<file path="src/rtl/pe_ws_dbuf_pkg.sv">
// Shared definitions for the double-buffered weight-stationary PE:
// op encodings and default widths.
package pe_ws_dbuf_pkg;

  localparam int PE_WORD_WIDTH = 8;
  localparam int PE_ACC_WIDTH  = 32;

  typedef enum logic [1:0] {
    PE_OP_IDLE    = 2'b00,
    PE_OP_COMPUTE = 2'b01,
    PE_OP_SWAP    = 2'b10,
    PE_OP_CLEAR   = 2'b11
  } pe_op_e;

endpackage

</file>
<file path="src/rtl/pe_ws_dbuf_if.sv">
// Bundle of control, weight-chain, activation and partial-sum signals of one PE.
// The slave side is the PE itself; the master side is its environment.
interface pe_ws_dbuf_if #(
  parameter int WORD_WIDTH = 8,
  parameter int ACC_WIDTH  = 32
);
  import pe_ws_dbuf_pkg::*;

  pe_op_e                 op;
  logic                   mode_signed;
  logic                   w_shift_en;
  logic [WORD_WIDTH-1:0]  w_in;
  logic [WORD_WIDTH-1:0]  w_out;
  logic [WORD_WIDTH-1:0]  a_in;
  logic                   a_valid_in;
  logic [WORD_WIDTH-1:0]  a_out;
  logic                   a_valid_out;
  logic [ACC_WIDTH-1:0]   ps_in;
  logic                   ps_valid_in;
  logic [ACC_WIDTH-1:0]   ps_out;
  logic                   ps_valid_out;
  logic                   ovf_sticky;
  logic                   ovf_clr;
  logic                   swap_err;

  modport slave (
    input  op, mode_signed, w_shift_en, w_in, a_in, a_valid_in,
           ps_in, ps_valid_in, ovf_clr,
    output w_out, a_out, a_valid_out, ps_out, ps_valid_out,
           ovf_sticky, swap_err
  );

  modport master (
    output op, mode_signed, w_shift_en, w_in, a_in, a_valid_in,
           ps_in, ps_valid_in, ovf_clr,
    input  w_out, a_out, a_valid_out, ps_out, ps_valid_out,
           ovf_sticky, swap_err
  );

endinterface

</file>
<file path="src/rtl/pe_ws_dbuf_mac_unit.sv">
// Combinational multiply-accumulate: w*a extended to the accumulator width,
// added to ps, with overflow detection and optional clamping.
module pe_mac_unit #(
  parameter int WORD_WIDTH = 8,
  parameter int ACC_WIDTH  = 32,
  parameter bit SATURATE   = 1'b0
) (
  input  logic [WORD_WIDTH-1:0] w,
  input  logic [WORD_WIDTH-1:0] a,
  input  logic [ACC_WIDTH-1:0]  ps,
  input  logic                  mode_signed,
  output logic [ACC_WIDTH-1:0]  sum,
  output logic                  ovf
);

  localparam int PW = 2 * WORD_WIDTH;

  logic [PW-1:0]        w_prod_u;
  logic [PW-1:0]        w_prod_s;
  logic [PW-1:0]        w_prod;
  logic [ACC_WIDTH-1:0] w_ext;
  logic [ACC_WIDTH:0]   w_full;
  logic [ACC_WIDTH-1:0] w_raw;
  logic [ACC_WIDTH-1:0] w_clamp;
  logic                 w_ovf_s;

  // Operands are pre-extended to the product width so the low PW bits of
  // the multiply are exact in both signed and unsigned interpretation.
  assign w_prod_u = {{WORD_WIDTH{1'b0}}, w} * {{WORD_WIDTH{1'b0}}, a};
  assign w_prod_s = $unsigned($signed({{WORD_WIDTH{w[WORD_WIDTH-1]}}, w}) *
                              $signed({{WORD_WIDTH{a[WORD_WIDTH-1]}}, a}));
  assign w_prod   = mode_signed ? w_prod_s : w_prod_u;

  assign w_ext = mode_signed ? {{(ACC_WIDTH-PW){w_prod[PW-1]}}, w_prod}
                             : {{(ACC_WIDTH-PW){1'b0}}, w_prod};

  assign w_full = {1'b0, ps} + {1'b0, w_ext};
  assign w_raw  = w_full[ACC_WIDTH-1:0];

  assign w_ovf_s = (ps[ACC_WIDTH-1] == w_ext[ACC_WIDTH-1]) &&
                   (w_raw[ACC_WIDTH-1] != ps[ACC_WIDTH-1]);
  assign ovf     = mode_signed ? w_ovf_s : w_full[ACC_WIDTH];

  // Signed overflow direction follows the (shared) operand sign; unsigned
  // can only overflow upward.
  assign w_clamp = !mode_signed     ? {ACC_WIDTH{1'b1}} :
                   ps[ACC_WIDTH-1]  ? {1'b1, {(ACC_WIDTH-1){1'b0}}} :
                                      {1'b0, {(ACC_WIDTH-1){1'b1}}};

  assign sum = (SATURATE && ovf) ? w_clamp : w_raw;

endmodule

</file>
<file path="src/rtl/pe_ws_dbuf.sv">
// Weight-stationary systolic PE with a double-buffered weight: the shadow
// weight loads through the vertical chain while the active weight computes.
module pe_ws_dbuf
  import pe_ws_dbuf_pkg::*;
#(
  parameter int WORD_WIDTH = PE_WORD_WIDTH,
  parameter int ACC_WIDTH  = PE_ACC_WIDTH,
  parameter bit SATURATE   = 1'b0
) (
  input  logic        clk,
  input  logic        reset_n,
  pe_ws_dbuf_if.slave bus
);

  logic [WORD_WIDTH-1:0] r_active_w;
  logic [WORD_WIDTH-1:0] r_shadow_w;
  logic                  r_active_vld;
  logic                  r_shadow_vld;
  logic [WORD_WIDTH-1:0] r_w_out;
  logic [WORD_WIDTH-1:0] r_a_out;
  logic                  r_a_valid_out;
  logic [ACC_WIDTH-1:0]  r_ps_out;
  logic                  r_ps_valid_out;
  logic                  r_ovf_sticky;
  logic                  r_swap_err;

  logic [WORD_WIDTH-1:0] w_w_eff;
  logic [ACC_WIDTH-1:0]  w_ps_eff;
  logic [ACC_WIDTH-1:0]  w_sum;
  logic                  w_ovf;

  assign w_w_eff  = r_active_vld    ? r_active_w : '0;
  assign w_ps_eff = bus.ps_valid_in ? bus.ps_in  : '0;

  pe_mac_unit #(
    .WORD_WIDTH (WORD_WIDTH),
    .ACC_WIDTH  (ACC_WIDTH),
    .SATURATE   (SATURATE)
  ) u_mac (
    .w           (w_w_eff),
    .a           (bus.a_in),
    .ps          (w_ps_eff),
    .mode_signed (bus.mode_signed),
    .sum         (w_sum),
    .ovf         (w_ovf)
  );

  // NOTE: every register here is a handful of flops, so all are reset; no
  // partial result may survive a mid-stream reset.
  always_ff @(posedge clk or negedge reset_n) begin
    if (!reset_n) begin
      r_active_w     <= '0;
      r_shadow_w     <= '0;
      r_active_vld   <= 1'b0;
      r_shadow_vld   <= 1'b0;
      r_w_out        <= '0;
      r_a_out        <= '0;
      r_a_valid_out  <= 1'b0;
      r_ps_out       <= '0;
      r_ps_valid_out <= 1'b0;
      r_ovf_sticky   <= 1'b0;
      r_swap_err     <= 1'b0;
    end else if (bus.op == PE_OP_CLEAR) begin
      r_active_w     <= '0;
      r_shadow_w     <= '0;
      r_active_vld   <= 1'b0;
      r_shadow_vld   <= 1'b0;
      r_w_out        <= '0;
      r_a_out        <= '0;
      r_a_valid_out  <= 1'b0;
      r_ps_out       <= '0;
      r_ps_valid_out <= 1'b0;
      r_ovf_sticky   <= 1'b0;
      r_swap_err     <= 1'b0;
    end else begin
      r_swap_err <= 1'b0;
      if (bus.ovf_clr) r_ovf_sticky <= 1'b0;

      case (bus.op)
        PE_OP_COMPUTE: begin
          r_a_out       <= bus.a_in;
          r_a_valid_out <= bus.a_valid_in;
          if (bus.a_valid_in) begin
            r_ps_out       <= w_sum;
            r_ps_valid_out <= 1'b1;
            if (w_ovf) r_ovf_sticky <= 1'b1;
          end else begin
            r_ps_out       <= bus.ps_in;
            r_ps_valid_out <= bus.ps_valid_in;
          end
        end
        PE_OP_SWAP: begin
          r_a_valid_out  <= 1'b0;
          r_ps_valid_out <= 1'b0;
          if (r_shadow_vld) begin
            r_active_w   <= r_shadow_w;
            r_active_vld <= 1'b1;
            r_shadow_vld <= 1'b0;
          end else begin
            r_swap_err <= 1'b1;
          end
        end
        default: begin
          r_a_valid_out  <= 1'b0;
          r_ps_valid_out <= 1'b0;
        end
      endcase

      // NOTE: non-blocking assignments let the last write win, so a shift in
      // the same cycle as a SWAP re-fills the shadow after the swap empties it.
      if (bus.w_shift_en) begin
        r_shadow_w   <= bus.w_in;
        r_shadow_vld <= 1'b1;
        r_w_out      <= bus.w_in;
      end
    end
  end

  assign bus.w_out        = r_w_out;
  assign bus.a_out        = r_a_out;
  assign bus.a_valid_out  = r_a_valid_out;
  assign bus.ps_out       = r_ps_out;
  assign bus.ps_valid_out = r_ps_valid_out;
  assign bus.ovf_sticky   = r_ovf_sticky;
  assign bus.swap_err     = r_swap_err;

endmodule
</file>
<file path="src/flat_wrapper.sv">
// flat-port wrapper written by rule: the top's interface ports become plain ports
module pe_ws_dbuf_flat import pe_ws_dbuf_pkg::*;
#(
  parameter int WORD_WIDTH = PE_WORD_WIDTH,
  parameter int ACC_WIDTH  = PE_ACC_WIDTH,
  parameter bit SATURATE   = 1'b0
)
  (clk, reset_n, bus_op, bus_mode_signed, bus_w_shift_en, bus_w_in, bus_a_in, bus_a_valid_in, bus_ps_in, bus_ps_valid_in, bus_ovf_clr, bus_w_out, bus_a_out, bus_a_valid_out, bus_ps_out, bus_ps_valid_out, bus_ovf_sticky, bus_swap_err);
  pe_ws_dbuf_if #(.WORD_WIDTH(WORD_WIDTH), .ACC_WIDTH(ACC_WIDTH)) bus_i ();
  input  logic clk;
  input  logic reset_n;
  input wire logic [$bits(bus_i.op)-1:0] bus_op;
  input wire logic [$bits(bus_i.mode_signed)-1:0] bus_mode_signed;
  input wire logic [$bits(bus_i.w_shift_en)-1:0] bus_w_shift_en;
  input wire logic [$bits(bus_i.w_in)-1:0] bus_w_in;
  input wire logic [$bits(bus_i.a_in)-1:0] bus_a_in;
  input wire logic [$bits(bus_i.a_valid_in)-1:0] bus_a_valid_in;
  input wire logic [$bits(bus_i.ps_in)-1:0] bus_ps_in;
  input wire logic [$bits(bus_i.ps_valid_in)-1:0] bus_ps_valid_in;
  input wire logic [$bits(bus_i.ovf_clr)-1:0] bus_ovf_clr;
  output wire logic [$bits(bus_i.w_out)-1:0] bus_w_out;
  output wire logic [$bits(bus_i.a_out)-1:0] bus_a_out;
  output wire logic [$bits(bus_i.a_valid_out)-1:0] bus_a_valid_out;
  output wire logic [$bits(bus_i.ps_out)-1:0] bus_ps_out;
  output wire logic [$bits(bus_i.ps_valid_out)-1:0] bus_ps_valid_out;
  output wire logic [$bits(bus_i.ovf_sticky)-1:0] bus_ovf_sticky;
  output wire logic [$bits(bus_i.swap_err)-1:0] bus_swap_err;
  assign bus_i.op = bus_op;
  assign bus_i.mode_signed = bus_mode_signed;
  assign bus_i.w_shift_en = bus_w_shift_en;
  assign bus_i.w_in = bus_w_in;
  assign bus_i.a_in = bus_a_in;
  assign bus_i.a_valid_in = bus_a_valid_in;
  assign bus_i.ps_in = bus_ps_in;
  assign bus_i.ps_valid_in = bus_ps_valid_in;
  assign bus_i.ovf_clr = bus_ovf_clr;
  assign bus_w_out = bus_i.w_out;
  assign bus_a_out = bus_i.a_out;
  assign bus_a_valid_out = bus_i.a_valid_out;
  assign bus_ps_out = bus_i.ps_out;
  assign bus_ps_valid_out = bus_i.ps_valid_out;
  assign bus_ovf_sticky = bus_i.ovf_sticky;
  assign bus_swap_err = bus_i.swap_err;
  pe_ws_dbuf #(.WORD_WIDTH(WORD_WIDTH), .ACC_WIDTH(ACC_WIDTH), .SATURATE(SATURATE)) u_core (.clk(clk), .reset_n(reset_n), .bus(bus_i));
endmodule
</file>
<file path="config.mk">
export PLATFORM = sky130hd
export DESIGN_NAME = pe_ws_dbuf_flat
export DESIGN_NICKNAME = d
export VERILOG_FILES = /design/src/rtl/pe_ws_dbuf_pkg.sv /design/src/rtl/pe_ws_dbuf_if.sv /design/src/rtl/pe_ws_dbuf_mac_unit.sv /design/src/rtl/pe_ws_dbuf.sv /design/src/flat_wrapper.sv
export SDC_FILE = /design/constraint.sdc
export NUM_CORES = 1
export LEC_CHECK = 0
export ABC_CLOCK_PERIOD_IN_PS = 7800
export BUFFER_PORTS_ARGS = -buffer_cell sky130_fd_sc_hd__buf_4
export CORE_MARGIN = 2
export CORE_UTILIZATION = 30
export DETAILED_ROUTE_END_ITERATION = 8
export PLACE_DENSITY = 0.56
export SYNTH_ARGS = -nofsm -noshare
export SYNTH_HDL_FRONTEND = slang
export SYNTH_SLANG_ARGS = --single-unit
</file>
<file path="constraint.sdc">
create_clock -name clk -period 7.8 [get_ports clk]
set_input_delay 1.56 -clock clk [delete_from_list [all_inputs] [get_ports clk]]
set_output_delay 1.56 -clock clk [all_outputs]
set_load 0.02 [all_outputs]
</file>
==> run summary <==
status - finished, final reports clean
Slew @ Worst Pin - 1.10 ns
R2R setup slack - 0.46 ns
Synth Area per Inst - 8.66 um^2
worst flop-to-flop path startpoint - u_core.r_active_vld
drt pass-1 iters - 5
drt total wl - 24500 um
Switching Share - 43.0%
final setup fails - 0
Tcrit/Tclk final - 98.7%
layout cells sized above 1 - 32.3%
WP data required - 8.04 ns
kind of critical path - input pin to flip-flop
CTS Buffer Depth - 2
total chip power - 0.00260 W
Fin. Hold Viols - 0
CTS tree - yes
die area - 0.0304 mm^2
Area Growth Syn to Fin - 37.4%
Pins Over Slew Limit - 0
crit path capture type - flip-flop
std cell rows - 62
antenna fix cells - 0
Remaining DRCs - 0
TritonCTS Buffers - 9
NetSw - 0.00112 W
Comb pwr share - 68.4%
die width - 174 um
Min-Delay Endpoint - u_core.bus.swap_err
WHS Path Cells - 1
initial antenna violation count - 0
WP data arrival - 7.94 ns
Synth Warn # - 0
hold path start - u_core.r_shadow_vld
Total Routing Usage GR - 16.5%
worst reg2reg path depth - 35
Clock Skew - 0.00856 ns
total congestion overflow - 0
I/O pins - 109
PortBufs - 108
synthesized cell area - 0.00870 mm^2
worst skew pair latency - 0.34 ns
RD Place Congestion - 0.836
first-pass GRT wire length - 40900 um
Slowest-stage cell, CP - fa_1
peak supply drop - 0.111 mV
final-layout fill cell count - 2818
area share of the largest cell type after synthesis - 19.8%
post-layout util - 41.8%
Yosys cell types - 63
Post-synth EDFFs - 0
Worst Hold Class - flip-flop to flip-flop
Clock Power Share - 15.5%
Synth async-reset ratio - 100%
Worst-path clk slew - 0.05 ns
H-tree Lvls - 3
post-route ant nets - 0
CP startpoint kind - input pin
Yosys reg bits - 62
internal power - 0.00148 W
Post-synth top cells - inv_1 (171), fa_1 (86), ha_1 (84)
Hold WS - 0.467 ns
Die Y - 174 um
Max Cap Viol - 0
dpl cells - 1588
CP max FO - 5
RSZ-0062 raised after global routing - yes
max_slew headroom - 26.8%
Leakage Power - 6.19 nW
Vias/cell - 4.75
WL/cell - 15.1 um
syn nets - 1231
final period demand of the worst path - 7.70 ns
largest net degree at the start of global routing - 63
Synth area leader - fa_1
Via Count - 7731
vias in the first global route - 7992
Highest Clock Rate - 130 MHz
total power divided by cell area - 217 mW/mm^2
CP peak stage delay - 0.52 ns
clock root buffer - clkbuf_16
core area - 0.0286 mm^2
main flop type after synthesis - dfrtp_1
placed wire-length estimate - 19600 um
clock sink count - 62
worst r2r dst - u_core.bus.ps_out[29]
Seq pwr share - 16.1%
top cells by area, synth - fa_1 (20%), dfrtp_1 (18%), ha_1 (12%), inv_1 (7.4%), xnor2_1 (3.7%)
DR iter-0 viols - 384
most common cell in the netlist - inv_1
Non-Filler Instances - 1626
share of the yosys chip area belonging to registers - 17.8%
synthesized instance count - 1004
Starting Density - 30.4%
Final #Nets - 1465
## flip-flops by register name, indices dropped and copies added (netlist names), 8 cells and up
register           count
u_core.r_shadow_w      8
u_core.bus.a_out       8
u_core.r_active_w      8
u_core.bus.ps_out     32
## metal layers
layer  wire, um  vias to the layer above  GRT usage (%)
met5          0                        -              0
met4        326                        0           3.43
met3        761                       20           2.19
met2      11100                      144           26.6
met1      12300                     3746           23.7
li1           -                     3821              -
## power by group through the flow
stage	clock [W]	sequential (W)	combinational, W
after global placement	0	0.000422	0.00164
after CTS	0.000411	0.000416	0.00170
after detailed placement	0	0.000420	0.00164
after floorplan	0	0.000455	0.00103
final	0.000403	0.000418	0.00177
after global routing	0.000425	0.000424	0.00197
## through the flow
step / setup slack, ns / area, um^2 / setup TNS (ns)
5_1_grt: -0.232 / 12000 / -1.10
3_5_place_dp: -0.648 / 11100 / -5.19
6_report: 0.0976 / 12000 / 0
4_1_cts: 0.00335 / 11600 / 0
3_3_place_gp: -0.556 / 11100 / -4.35
2_1_floorplan: -0.00423 / 9010 / -0.00423
## timing repair
action | CTS | global route
endpoints found under the hold margin | 0 | 0
resized for setup | 27 | 64
pin swaps | 27 | 42
hold buffers | 0 | 0
setup buffers | 6 | 17
endpoints found under the setup margin | 9 | 15
## worst max-delay path by stage
stage	slack (ns)	end	from
5_1_grt	-0.23	u_core.bus.ps_out[29]	bus_a_in[4]
3_3_place_gp	-0.56	u_core.bus.ovf_sticky	bus_a_in[2]
6_report	0.1	u_core.bus.ps_out[30]	bus_a_in[2]
3_5_place_dp	-0.65	u_core.bus.ovf_sticky	bus_a_in[2]
2_1_floorplan	-0.004	u_core.bus.ps_out[30]	bus_a_in[5]
4_1_cts	0.003	u_core.bus.ps_out[27]	bus_a_in[6]
## area by class of cell
cell class,instances,area [um^2],area share [%]
Clock buffer,10,239,2.00
Multi-Input combinational cell,722,6900,57.7
Tap cell,384,480,4.02
Clock inverter,5,50.0,0.419
Sequential cell,62,1550,13.0
Inverter,175,664,5.56
Timing Repair Buffer,268,2070,17.3
## layout by cell type, fill, tap and decap left out, types with 14 or more instances in the layout
master,n
a21oi_2,21
a21o_1,20
nand2_1,51
ha_4,14
nor2_1,52
ha_1,67
xnor2_1,35
dfrtp_1,62
a21oi_1,41
inv_2,21
xor2_1,17
o21ai_0,23
and3_1,38
o21ai_1,17
inv_1,153
o2bb2ai_1,23
mux2i_1,27
and2_1,33
fa_1,80
buf_4,256
## critical path: cells and delay by family
family / cells / cell delay, ns
AO/OA/AOI/OAI: 12 / 2.26
adder cells (fa/ha/maj): 6 / 2.46
multiplexers: 1 / 0.20
AND/OR/NAND/NOR: 4 / 0.77
buffers and inverters: 8 / 0.70
## kinds of logic (layout without fill, tap and decap cells)
family                   Yosys count  after routing  share of synthesized area, %
AND/OR/NAND/NOR                  250            250                          14.7
adder cells (fa/ha/maj)          172            172                          32.1
buffers and inverters            220            458                          9.57
AO/OA/AOI/OAI                    216            216                          16.7
XOR/XNOR                          54             54                          5.44
flip-flops                        62             62                          17.8
multiplexers                      30             30                          3.63
Power figures use the tool's default switching activity.
